===== src/rtl/apb_ahb_master_bridge.sv =====
`default_nettype none
// ============================================================================
// Module   : apb_ahb_master_bridge
// Brief    : APB4 slave to AHB-Lite master bridge. One transfer in flight,
//            registered two-phase AHB master with wait-state handling and
//            AHB error propagation to PSLVERR.
//            Optional feature macro: APB_AHB_BRIDGE_NARROW_EN
//            (writes derive HSIZEM / HADDRM[1:0] from PSTRB).
// Revision : 1.0 - initial release
// ============================================================================
module apb_ahb_master_bridge #(
  parameter int         ADDR_WIDTH = 32,
  parameter logic [3:0] HMASTER_ID = 4'h0
) (
  input  logic                  HCLK,
  input  logic                  HRESET,
  // APB4 slave side
  input  logic                  PSEL,
  input  logic                  PENABLE,
  input  logic                  PWRITE,
  input  logic [ADDR_WIDTH-1:0] PADDR,
  input  logic [31:0]           PWDATA,
  input  logic [3:0]            PSTRB,
  input  logic [2:0]            PPROT,
  output logic [31:0]           PRDATA,
  output logic                  PREADY,
  output logic                  PSLVERR,
  // AHB-Lite master side
  output logic [ADDR_WIDTH-1:0] HADDRM,
  output logic [1:0]            HTRANSM,
  output logic                  HWRITEM,
  output logic [2:0]            HSIZEM,
  output logic [2:0]            HBURSTM,
  output logic [3:0]            HPROTM,
  output logic [3:0]            HMASTERM,
  output logic                  HMASTLOCKM,
  output logic [31:0]           HWDATAM,
  input  logic                  HREADYM,
  input  logic [31:0]           HRDATAM,
  input  logic                  HRESPM
);

  typedef enum logic [2:0] {
    S_IDLE = 3'd0,
    S_ADDR = 3'd1,
    S_DATA = 3'd2,
    S_ERR  = 3'd3,
    S_RESP = 3'd4
  } state_t;

  localparam logic [1:0] HTRANS_IDLE   = 2'b00;
  localparam logic [1:0] HTRANS_NONSEQ = 2'b10;
  localparam logic [2:0] HSIZE_BYTE    = 3'b000;
  localparam logic [2:0] HSIZE_HALF    = 3'b001;
  localparam logic [2:0] HSIZE_WORD    = 3'b010;

  state_t                state_q,   state_d;
  logic [ADDR_WIDTH-1:0] haddr_q,   haddr_d;
  logic [1:0]            htrans_q,  htrans_d;
  logic                  hwrite_q,  hwrite_d;
  logic [2:0]            hsize_q,   hsize_d;
  logic [3:0]            hprot_q,   hprot_d;
  logic [31:0]           hwdata_q,  hwdata_d;
  logic [31:0]           prdata_q,  prdata_d;
  logic                  pready_q,  pready_d;
  logic                  pslverr_q, pslverr_d;

  logic [2:0]            setup_size;
  logic [1:0]            setup_lo;
  logic                  unused_in;

`ifdef APB_AHB_BRIDGE_NARROW_EN
  // Map write strobes to an AHB size and byte offset; reads stay word-wide
  always_comb begin
    setup_size = HSIZE_WORD;
    setup_lo   = 2'b00;
    if (PWRITE) begin
      case (PSTRB)
        4'b0001: begin setup_size = HSIZE_BYTE; setup_lo = 2'd0; end
        4'b0010: begin setup_size = HSIZE_BYTE; setup_lo = 2'd1; end
        4'b0100: begin setup_size = HSIZE_BYTE; setup_lo = 2'd2; end
        4'b1000: begin setup_size = HSIZE_BYTE; setup_lo = 2'd3; end
        4'b0011: begin setup_size = HSIZE_HALF; setup_lo = 2'd0; end
        4'b1100: begin setup_size = HSIZE_HALF; setup_lo = 2'd2; end
        default: begin setup_size = HSIZE_WORD; setup_lo = 2'd0; end
      endcase
    end
  end
  assign unused_in = ^{PPROT[1], PADDR[1:0]};
`else
  // Full-word transfers only; strobes are not used
  always_comb begin
    setup_size = HSIZE_WORD;
    setup_lo   = 2'b00;
  end
  assign unused_in = ^{PPROT[1], PADDR[1:0], PSTRB};
`endif

  // Next-state and next-output computation for the transfer sequencer
  always_comb begin
    state_d   = state_q;
    haddr_d   = haddr_q;
    htrans_d  = htrans_q;
    hwrite_d  = hwrite_q;
    hsize_d   = hsize_q;
    hprot_d   = hprot_q;
    hwdata_d  = hwdata_q;
    prdata_d  = prdata_q;
    pready_d  = 1'b0;
    pslverr_d = 1'b0;
    case (state_q)
      S_IDLE: begin
        if (PSEL && !PENABLE) begin
          state_d  = S_ADDR;
          htrans_d = HTRANS_NONSEQ;
          haddr_d  = {PADDR[ADDR_WIDTH-1:2], setup_lo};
          hwrite_d = PWRITE;
          hsize_d  = setup_size;
          hprot_d  = {1'b1, 1'b1, PPROT[0], ~PPROT[2]};
          hwdata_d = PWDATA;
        end
      end
      S_ADDR: begin
        if (HREADYM) begin
          state_d  = S_DATA;
          htrans_d = HTRANS_IDLE;
        end
      end
      S_DATA: begin
        if (HREADYM && !HRESPM) begin
          state_d  = S_RESP;
          pready_d = 1'b1;
          if (!hwrite_q) begin
            prdata_d = HRDATAM;
          end
        end else if (!HREADYM && HRESPM) begin
          state_d = S_ERR;
        end
      end
      S_ERR: begin
        // second cycle of the two-cycle AHB error response
        if (HREADYM) begin
          state_d   = S_RESP;
          pready_d  = 1'b1;
          pslverr_d = 1'b1;
          prdata_d  = 32'h0;
        end
      end
      S_RESP: begin
        state_d = S_IDLE;
      end
      default: begin
        state_d = S_IDLE;
      end
    endcase
  end

  // State and output registers with synchronous reset
  always_ff @(posedge HCLK) begin
    if (HRESET) begin
      state_q   <= S_IDLE;
      haddr_q   <= '0;
      htrans_q  <= HTRANS_IDLE;
      hwrite_q  <= 1'b0;
      hsize_q   <= HSIZE_WORD;
      hprot_q   <= 4'h0;
      hwdata_q  <= 32'h0;
      prdata_q  <= 32'h0;
      pready_q  <= 1'b0;
      pslverr_q <= 1'b0;
    end else begin
      state_q   <= state_d;
      haddr_q   <= haddr_d;
      htrans_q  <= htrans_d;
      hwrite_q  <= hwrite_d;
      hsize_q   <= hsize_d;
      hprot_q   <= hprot_d;
      hwdata_q  <= hwdata_d;
      prdata_q  <= prdata_d;
      pready_q  <= pready_d;
      pslverr_q <= pslverr_d;
    end
  end

  assign HADDRM     = haddr_q;
  assign HTRANSM    = htrans_q;
  assign HWRITEM    = hwrite_q;
  assign HSIZEM     = hsize_q;
  assign HPROTM     = hprot_q;
  assign HWDATAM    = hwdata_q;
  assign PRDATA     = prdata_q;
  assign PREADY     = pready_q;
  assign PSLVERR    = pslverr_q;
  assign HBURSTM    = 3'b000;
  assign HMASTERM   = HMASTER_ID;
  assign HMASTLOCKM = 1'b0;

endmodule
`default_nettype wire


===== config.mk =====
export PLATFORM = sky130hd
export DESIGN_NAME = apb_ahb_master_bridge
export DESIGN_NICKNAME = d
export VERILOG_FILES = /design/src/rtl/apb_ahb_master_bridge.sv
export SDC_FILE = /design/constraint.sdc
export NUM_CORES = 1
export LEC_CHECK = 0
export BUFFER_PORTS_ARGS = -buffer_cell sky130_fd_sc_hd__buf_2
export CAP_MARGIN = 0
export CELL_PAD_IN_SITES_DETAIL_PLACEMENT = 0
export CELL_PAD_IN_SITES_GLOBAL_PLACEMENT = 1
export CORE_MARGIN = 2
export CORE_UTILIZATION = 35
export CTS_BUF_LIST = sky130_fd_sc_hd__clkbuf_8
export DETAILED_ROUTE_END_ITERATION = 8
export PLACE_DENSITY = 0.84
export SLEW_MARGIN = 20
export SYNTH_ARGS = -nofsm -noshare
export SYNTH_HDL_FRONTEND = slang
export SYNTH_SLANG_ARGS = --single-unit

===== constraint.sdc =====
create_clock -name HCLK -period 1.8 [get_ports HCLK]
set_clock_uncertainty 0.1 [all_clocks]
set_input_delay 0.36 -clock HCLK [delete_from_list [all_inputs] [get_ports HCLK]]
set_output_delay 0.36 -clock HCLK [all_outputs]
set_load 0.01 [all_outputs]

==> flow_summary.toml, run 1 <==
[synth]
yosysMostFrequentCell = "nand2b_1"
synthCells = 440
synth_common_cells = "nand2b_1, dfxtp_1, mux2i_1"
netlist.top_cell.by_area = "dfxtp_1"
syn_area_um2 = 4530
avgSynthCellArea_um2 = 10.3
synth.yosys.seq_area_share = 0.460
ys_ff_latch = 104
yosysWarnings = 0
synthArstFlopShare = 0
yosys.area.top_type_share = 0.460
ys.flop_type = "dfxtp_1"
synthTopCellsByArea = "dfxtp_1, nand2b_1, mux2i_1"
synth-edff-count = 0
synth_cell_types = 28

[cts]
clk_pin_slew_worst_paths_ps = 100
cts_tree = "built"
cts_root_buf = "clkbuf_8"
cts_max_level = 3
clkLatencyLatePin_ps = 370
cts.hold.buffers_added = 0
cts_setup_buffers = 0
clock_sinks = 104
clockBufferDepth = 2
post_cts_resized = 0
cts-buffers-inserted = 9

[cells_and_area]
design_area_um2 = 5900
fillers = 1224
multi_input_area_um2 = 2180
layoutNonFillerInstCount = 809
register_area_um2 = 2080
n_antenna_cell = 0
drive_gt1_frac = 0.369
post-route-util = 0.468
synthToLayoutAreaGrowth_pct = 30.3
layout.nets = 743

[floorplanning]
die_area_um2 = 13900
ios = 226
coreArea_um2 = 12600
chipHeight_um = 118
fp.dieW_um = 118
fp-row-count = 41
start_util = 0.359

[grt]
grt_start_max_net_pins = 60
antenna_found_initial = 0
grt_pass1_vias = 3420
track_usage = 0.144
grt_overflow = 0
grt.busiest_layer = "met2"
grtUsageMet3 = 0.0625
grt_pass1_wl_um = 16400
use_met1 = 0.170
use_met2 = 0.241

[pwr]
ir_drop_mv = 0.480
pwr-share-comb = 0.138
internal_power_mw = 3.52
switching_share = 0.249
p_leak_nw = 2.67
p_total_mw = 4.69
switchingPower_mw = 1.17
pwr-share-seq = 0.524
clock_power_share = 0.338
power.density_nw_per_um2 = 795

[detailed_routing]
num_vias = 3561
vias_per_cell = 4.40
final_antenna_net_count = 0
initialDrtViolationCount = 129
drtPass1Iterations = 4
route.detailed.drc = 0
routed_wl_um = 10100
wire_per_inst_um = 12.4

[outcome]
status = "finished, final reports clean"

[worst_hold_path]
hold_class = "in -> reg"
worstHoldStart = "HRDATAM[12]"
hold_path_end = "PRDATA[12]"
whs_path_depth = 2

[timing]
hold_slack_ps = 72.5
postLayoutSetupSlackWorst_ps = 267
setup_viol = 0
fin_crit_sh = 0.852
fmax_ghz = 0.652
setup_tns_ps = 0
rsz0062_at_grt = "false"
fin_crit_ps = 1530
drv_slew = 0
hold_violations = 0

[critical_path]
worstPathRequired_ps = 1980
r2r_slack_ps = 270
rr_worst_depth = 4
crit_path_end_kind = "register"
criticalPathCategory = "reg -> reg"
cp-start-kind = "register"
rr_startpoint = "state_q[0]"
reg2reg_to = "PRDATA[29]"
arrival_ps = 1710
worstPathMaxFanout = 17
crit_start = "state_q[0]"

[placement]
dpl.hpwl_um = 7470
post-place-ws_ps = -23.5
placed_cells = 793
gp_congestion = 0.723
place_area_um2 = 5680
port_buffers = 204

[flow_run]
drv_cap = 0
==> power by group through the flow <==
stage | Clock [mW] | Combinational, mW | Sequential (mW)
after floorplan | 0 | 0.356 | 2.55
after global placement | 0 | 0.643 | 2.50
after detailed placement | 0 | 0.657 | 2.51
after CTS | 1.66 | 0.659 | 2.46
after global routing | 1.75 | 0.710 | 2.47
final | 1.59 | 0.648 | 2.46
==> sequential cells by signal (all words and copies together) (netlist names) <==
signal and cells:
PREADY 1, HPROTM 3, HWRITEM 1, HADDRM 30, PSLVERR 1, state_q 3
PRDATA 32, HTRANSM 1, HWDATAM 32
==> cells by family after synthesis <==
logic type               synth area share
multiplexers                        0.144
buffers and inverters              0.0696
AO/OA/AOI/OAI                      0.0749
flip-flops                          0.460
adder cells (fa/ha/maj)           0.00276
AND/OR/NAND/NOR                     0.247
other                             0.00166
==> worst max-delay path, cell delays in order (launching register included) <==
cell	delay (ps)
dfxtp_1	380
or3b_1	440
a21oi_2	180
buf_4	240
o2bb2ai_1	90
==> how the worst max path moves through the flow <==
stage	endpoint	slack, ps	cells after the start
floorplan	PRDATA[31]	180	6
global placement	PRDATA[29]	-9	7
detailed placement	PRDATA[29]	-20	7
CTS	PRDATA[29]	240	4
global route	PRDATA[0]	140	4
finish	PRDATA[29]	270	4
==> cells in the final DEF, fill, tap and decap left out <==
master,instances
nand2_1,1
clkbuf_8,9
inv_1,4
a21oi_1,2
dfxtp_1,104
a211oi_1,1
nor3_4,1
or3b_1,1
nor2_1,4
buf_4,7
ha_1,1
inv_6,1
mux2i_1,64
clkinvlp_4,3
or4_1,1
a21oi_2,1
buf_12,6
o211ai_1,1
nor3b_1,1
o2bb2ai_1,32
nor3_1,2
bufinv_16,2
mux2_2,1
buf_2,203
conb_1,14
nor4_4,1
o21a_1,1
nand2b_1,163
o31ai_1,1
nor2b_1,3
o211a_1,1
==> routing by layer <==
layer	vias to the layer above	routed length [um]	part of all wire
met5	-	0	0
met4	0	104	0.010
met3	7	807	0.080
met2	127	4810	0.48
met1	1620	4340	0.43
li1	1807	-	-
==> area by class of cell <==
| cell class | count | area share |
|---|---|---|
| Inverter | 3 | 0.00191 |
| Multi-Input combinational cell | 298 | 0.370 |
| Sequential cell | 104 | 0.353 |
| Clock buffer | 9 | 0.0210 |
| Clock inverter | 7 | 0.0161 |
| Timing Repair Buffer | 216 | 0.201 |
| Tap cell | 172 | 0.0365 |
Note: power is estimated with default switching activity, not from simulation.
==> inputs of run 2 (changes only) <==
GPL_TIMING_DRIVEN = 0   (was default)
==> run 2 against run 1 <==
Non-clock buffer count rose by 35. Wire length rose by 11%. Die area did not move. Fmax fell by 5.6%. Sequential power barely moved. Combinational power rose by 4.8%. Final cell count rose by 4.2%. Via count rose by 4.3%. Critical path depth rose by 1. Critical path type unchanged. Largest cell class unchanged. Highest routed layer unchanged.
==> flow_summary.toml, run 2 (synthesized netlist as in run 1, its figures left out) <==
[outcome]
status = "finished, final reports clean"

[cells_and_area]
layoutNonFillerInstCount = 843
drive_gt1_frac = 0.374
n_antenna_cell = 0
layout.nets = 778
synthToLayoutAreaGrowth_pct = 32.7
design_area_um2 = 6010
final_common_cell = "buf_2"
layout_common_cells = "buf_2, nand2b_1, dfxtp_1"

[grt]
track_usage = 0.159
grt_pass1_wl_um = 18100
grt_pass1_vias = 3755
antenna_found_initial = 0
grt_start_max_net_pins = 16
grt_overflow = 0

[cts]
cts_tree = "built"
clkLatencyLatePin_ps = 370
post_cts_resized = 0
clk_pin_slew_worst_paths_ps = 100
cts-buffers-inserted = 9
cts_root_buf = "clkbuf_8"
cts_max_level = 3
cts.hold.buffers_added = 0
clockBufferDepth = 2
cts_setup_buffers = 0
clock_sinks = 104

[timing]
rsz0062_at_grt = "false"
worst_pin_slew_ps = 577
fin_crit_ps = 1620
hold_slack_ps = 85.1
postLayoutSetupSlackWorst_ps = 176
hold_violations = 0
slew_headroom = 0.616
setup_viol = 0
setup_tns_ps = 0
fin_crit_sh = 0.902
fmax_ghz = 0.616
drv_slew = 0

[detailed_routing]
drtPass1Iterations = 4
vias_per_cell = 4.40
wire_per_inst_um = 13.2
route.detailed.drc = 0
initialDrtViolationCount = 167
final_antenna_net_count = 0
num_vias = 3713
routed_wl_um = 11100

[pwr]
power.density_nw_per_um2 = 777
pwr-share-seq = 0.525
switching_share = 0.248
p_leak_nw = 2.78
pwr-share-comb = 0.145
clock_power_share = 0.329
internal_power_mw = 3.51
ir_drop_mv = 0.471
switchingPower_mw = 1.16

[critical_path]
cp-start-kind = "register"
arrival_ps = 1820
worstPathMaxFanout = 10
rr_startpoint = "state_q[1]"
reg2reg_to = "HWDATAM[26]"
cp-endpoint = "HWDATAM[26]"
r2r_slack_ps = 180
worstPathRequired_ps = 2000
rr_worst_depth = 5
criticalPathCategory = "reg -> reg"
crit_start = "state_q[1]"
crit_path_end_kind = "register"

[placement]
dpl.hpwl_um = 8390
placed_cells = 828
post-place-ws_ps = -114
gp_congestion = 0.758
port_buffers = 204
place_area_um2 = 5810

[floorplanning]
start_util = 0.359
fp.dieW_um = 118
coreArea_um2 = 12600
die_area_um2 = 13900
ios = 226
fp-row-count = 41
chipHeight_um = 118

[flow_run]
drv_cap = 0

[worst_hold_path]
hold_class = "in -> reg"
## run 2: worst min-delay path by stage
stage | from | to | slack [ps] | cells past startpoint
after global routing | HRDATAM[1] | PRDATA[1] | 70 | 2
after floorplan | HRDATAM[0] | PRDATA[0] | 380 | 1
after detailed placement | PRDATA[31] | PRDATA[31] | 360 | 2
after CTS | HRDATAM[25] | PRDATA[25] | 60 | 2
final | HRDATAM[31] | PRDATA[31] | 90 | 2
after global placement | PRDATA[29] | PRDATA[29] | 350 | 2
## run 2: layout make-up
class                   count  area, um^2
well taps                 172         215
clock buffers               9         124
flip-flops and latches    104        2080
multi-input cells         298        2180
fillers                  1208        6610
plain buffers              47         304
clock inverters             6        77.6
inverters                   3        11.3
repair buffers            204        1020
## run 2: layer usage
layer	global-route usage	vias to the layer above	wire (um)
li1	-	1871	-
met3	0.0470	16	817
met5	0	-	0
met2	0.263	136	5240
met1	0.192	1690	4870
met4	0.0648	0	189
## run 2: stage by stage
step	total power, mW	utilization
finish	4.67	0.476
CTS	4.74	0.476
global placement	3.17	0.460
floorplan	2.90	-
detailed placement	3.19	0.460
global route	4.90	0.476
## run 2: power by group through the flow
stage                     logic [mW]  registers (mW)  clock network, mW
final                          0.679            2.45               1.54
after global routing           0.746            2.47               1.68
after CTS                      0.689            2.45               1.59
after detailed placement       0.686            2.51                  0
after global placement         0.673            2.50                  0
after floorplan                0.356            2.55                  0
## run 2: critical path, stage by stage (launching register included)
cell and delay [ps]:
dfxtp_1 300, buf_2 160, nor4_2 280, buf_4 280, buf_6 200, mux2i_1 220
==> inputs of run 3 (changes only) <==
CORE_MARGIN = 1   (was 2)
PLACE_DENSITY = default   (was 0.84)
PLACE_DENSITY_LB_ADDON = 0.1   (was default)
==> run 3 against run 2 <==
Design area is 0.31% higher. Global-route usage up 0.21 points. Sequential cell count unchanged. Utilization grew 0.15 points. Critical path depth unchanged. Setup slack lost 6.7 ps. Fmax shrank 0.41%.
==> flow_summary.toml, run 3 (synthesized netlist as in run 1, its figures left out) <==
[outcome]
status = "finished, final reports clean"

[cts]
clock_sinks = 104
post_cts_resized = 0
clkLatencyLatePin_ps = 370
clk_pin_slew_worst_paths_ps = 100
cts-buffers-inserted = 9
cts.hold.buffers_added = 0
cts_root_buf = "clkbuf_8"
cts_tree = "built"
cts_max_level = 3
clockBufferDepth = 2
cts_setup_buffers = 0

[cells_and_area]
n_antenna_cell = 0
register_area_um2 = 2080
layoutNonFillerInstCount = 843
final_common_cell = "buf_2"
multi_input_area_um2 = 2180
post-route-util = 0.478
layout_common_cells = "buf_2, nand2b_1, dfxtp_1"
drive_gt1_frac = 0.376
fillers = 1270
synthToLayoutAreaGrowth_pct = 33.2
layout.nets = 778

[detailed_routing]
initialDrtViolationCount = 143
vias_per_cell = 4.34
num_vias = 3658
routed_wl_um = 10900
wire_per_inst_um = 13.0
drtPass1Iterations = 4
final_antenna_net_count = 0
route.detailed.drc = 0

[critical_path]
cp-start-kind = "register"
critPathMaxStageDelay_ps = 310
criticalPathCategory = "reg -> reg"
crit_chain = "buf_2 > nor4_2 > buf_4 > buf_6 > mux2i_1"
cpLargestDelayFamily = "buffers and inverters"
worstPathMaxFanout = 10
crit_path_end_kind = "register"
arrival_ps = 1820
critPathSlowestCell = "dfxtp_1"
worstPathRequired_ps = 1990
path_buf_inv = 3

[flow_run]
drv_cap = 0

[pwr]
ir_drop_mv = 0.344
p_leak_nw = 2.78
power.density_nw_per_um2 = 789

[placement]
gp_congestion = 0.697
post-place-ws_ps = -153
placed_cells = 828
dpl.hpwl_um = 8260
port_buffers = 204

[timing]
slew_headroom = 0.644
fin_crit_sh = 0.906
setup_viol = 0
rsz0062_at_grt = "false"
worst_pin_slew_ps = 534
hold_violations = 0
drv_slew = 0
fin_crit_ps = 1630
fmax_ghz = 0.613
hold_slack_ps = 79.8
postLayoutSetupSlackWorst_ps = 170

[grt]
grt_pass1_vias = 3444
track_usage = 0.161
grt_start_max_net_pins = 16
grt_pass1_wl_um = 16600
grt_overflow = 0
antenna_found_initial = 0

[floorplanning]
chipHeight_um = 116
fp.dieW_um = 116
fp-row-count = 41
start_util = 0.359
die_area_um2 = 13400
coreArea_um2 = 12600
ios = 226

[worst_hold_path]
hold_class = "in -> reg"
## run 3: path summary, 6_finish.rpt
kind | to | from | slack [ps] | cells past startpoint
hold reg to reg | PRDATA[29] | PRDATA[29] | 370 | 2
hold / removal | PRDATA[29] | HRDATAM[29] | 80 | 2
setup / recovery | HADDRM[24] | state_q[1] | 170 | 5
setup reg to reg | HADDRM[24] | state_q[1] | 170 | 5
## run 3: power breakdown
| part | leakage [nW] | switching [mW] | internal [mW] |
|---|---|---|---|
| combinational | 1.82 | 0.321 | 0.353 |
| clock | 0.117 | 0.786 | 0.846 |
| sequential | 0.845 | 0.0509 | 2.40 |
| total | 2.78 | 1.16 | 3.60 |
## run 3: metrics by stage
| step | TNS (ps) | cell area (um^2) | power, mW |
|---|---|---|---|
| finish | 0 | 6030 | 4.76 |
| global route | 0 | 6030 | 4.98 |
| CTS | 0 | 6030 | 4.84 |
| detailed placement | -5250 | 5810 | 3.19 |
| global placement | -4080 | 5810 | 3.18 |
| floorplan | 0 | 4570 | 2.90 |
## run 3: layout make-up
class	count	share of cell area
Buffer	47	0.0504
Clock buffer	11	0.0251
Clock inverter	4	0.0114
Inverter	3	0.00187
Multi-Input combinational cell	298	0.361
Sequential cell	104	0.345
Tap cell	172	0.0357
Timing Repair Buffer	204	0.169
## run 3: routing by layer
| metal | track usage | up-vias | routed length (um) | share of wire |
|---|---|---|---|---|
| li1 | - | 1882 | - | - |
| met1 | 0.196 | 1643 | 4850 | 0.44 |
| met2 | 0.261 | 122 | 4960 | 0.45 |
| met3 | 0.0507 | 11 | 926 | 0.085 |
| met4 | 0.0718 | 0 | 190 | 0.017 |
| met5 | 0 | - | 0 | 0 |
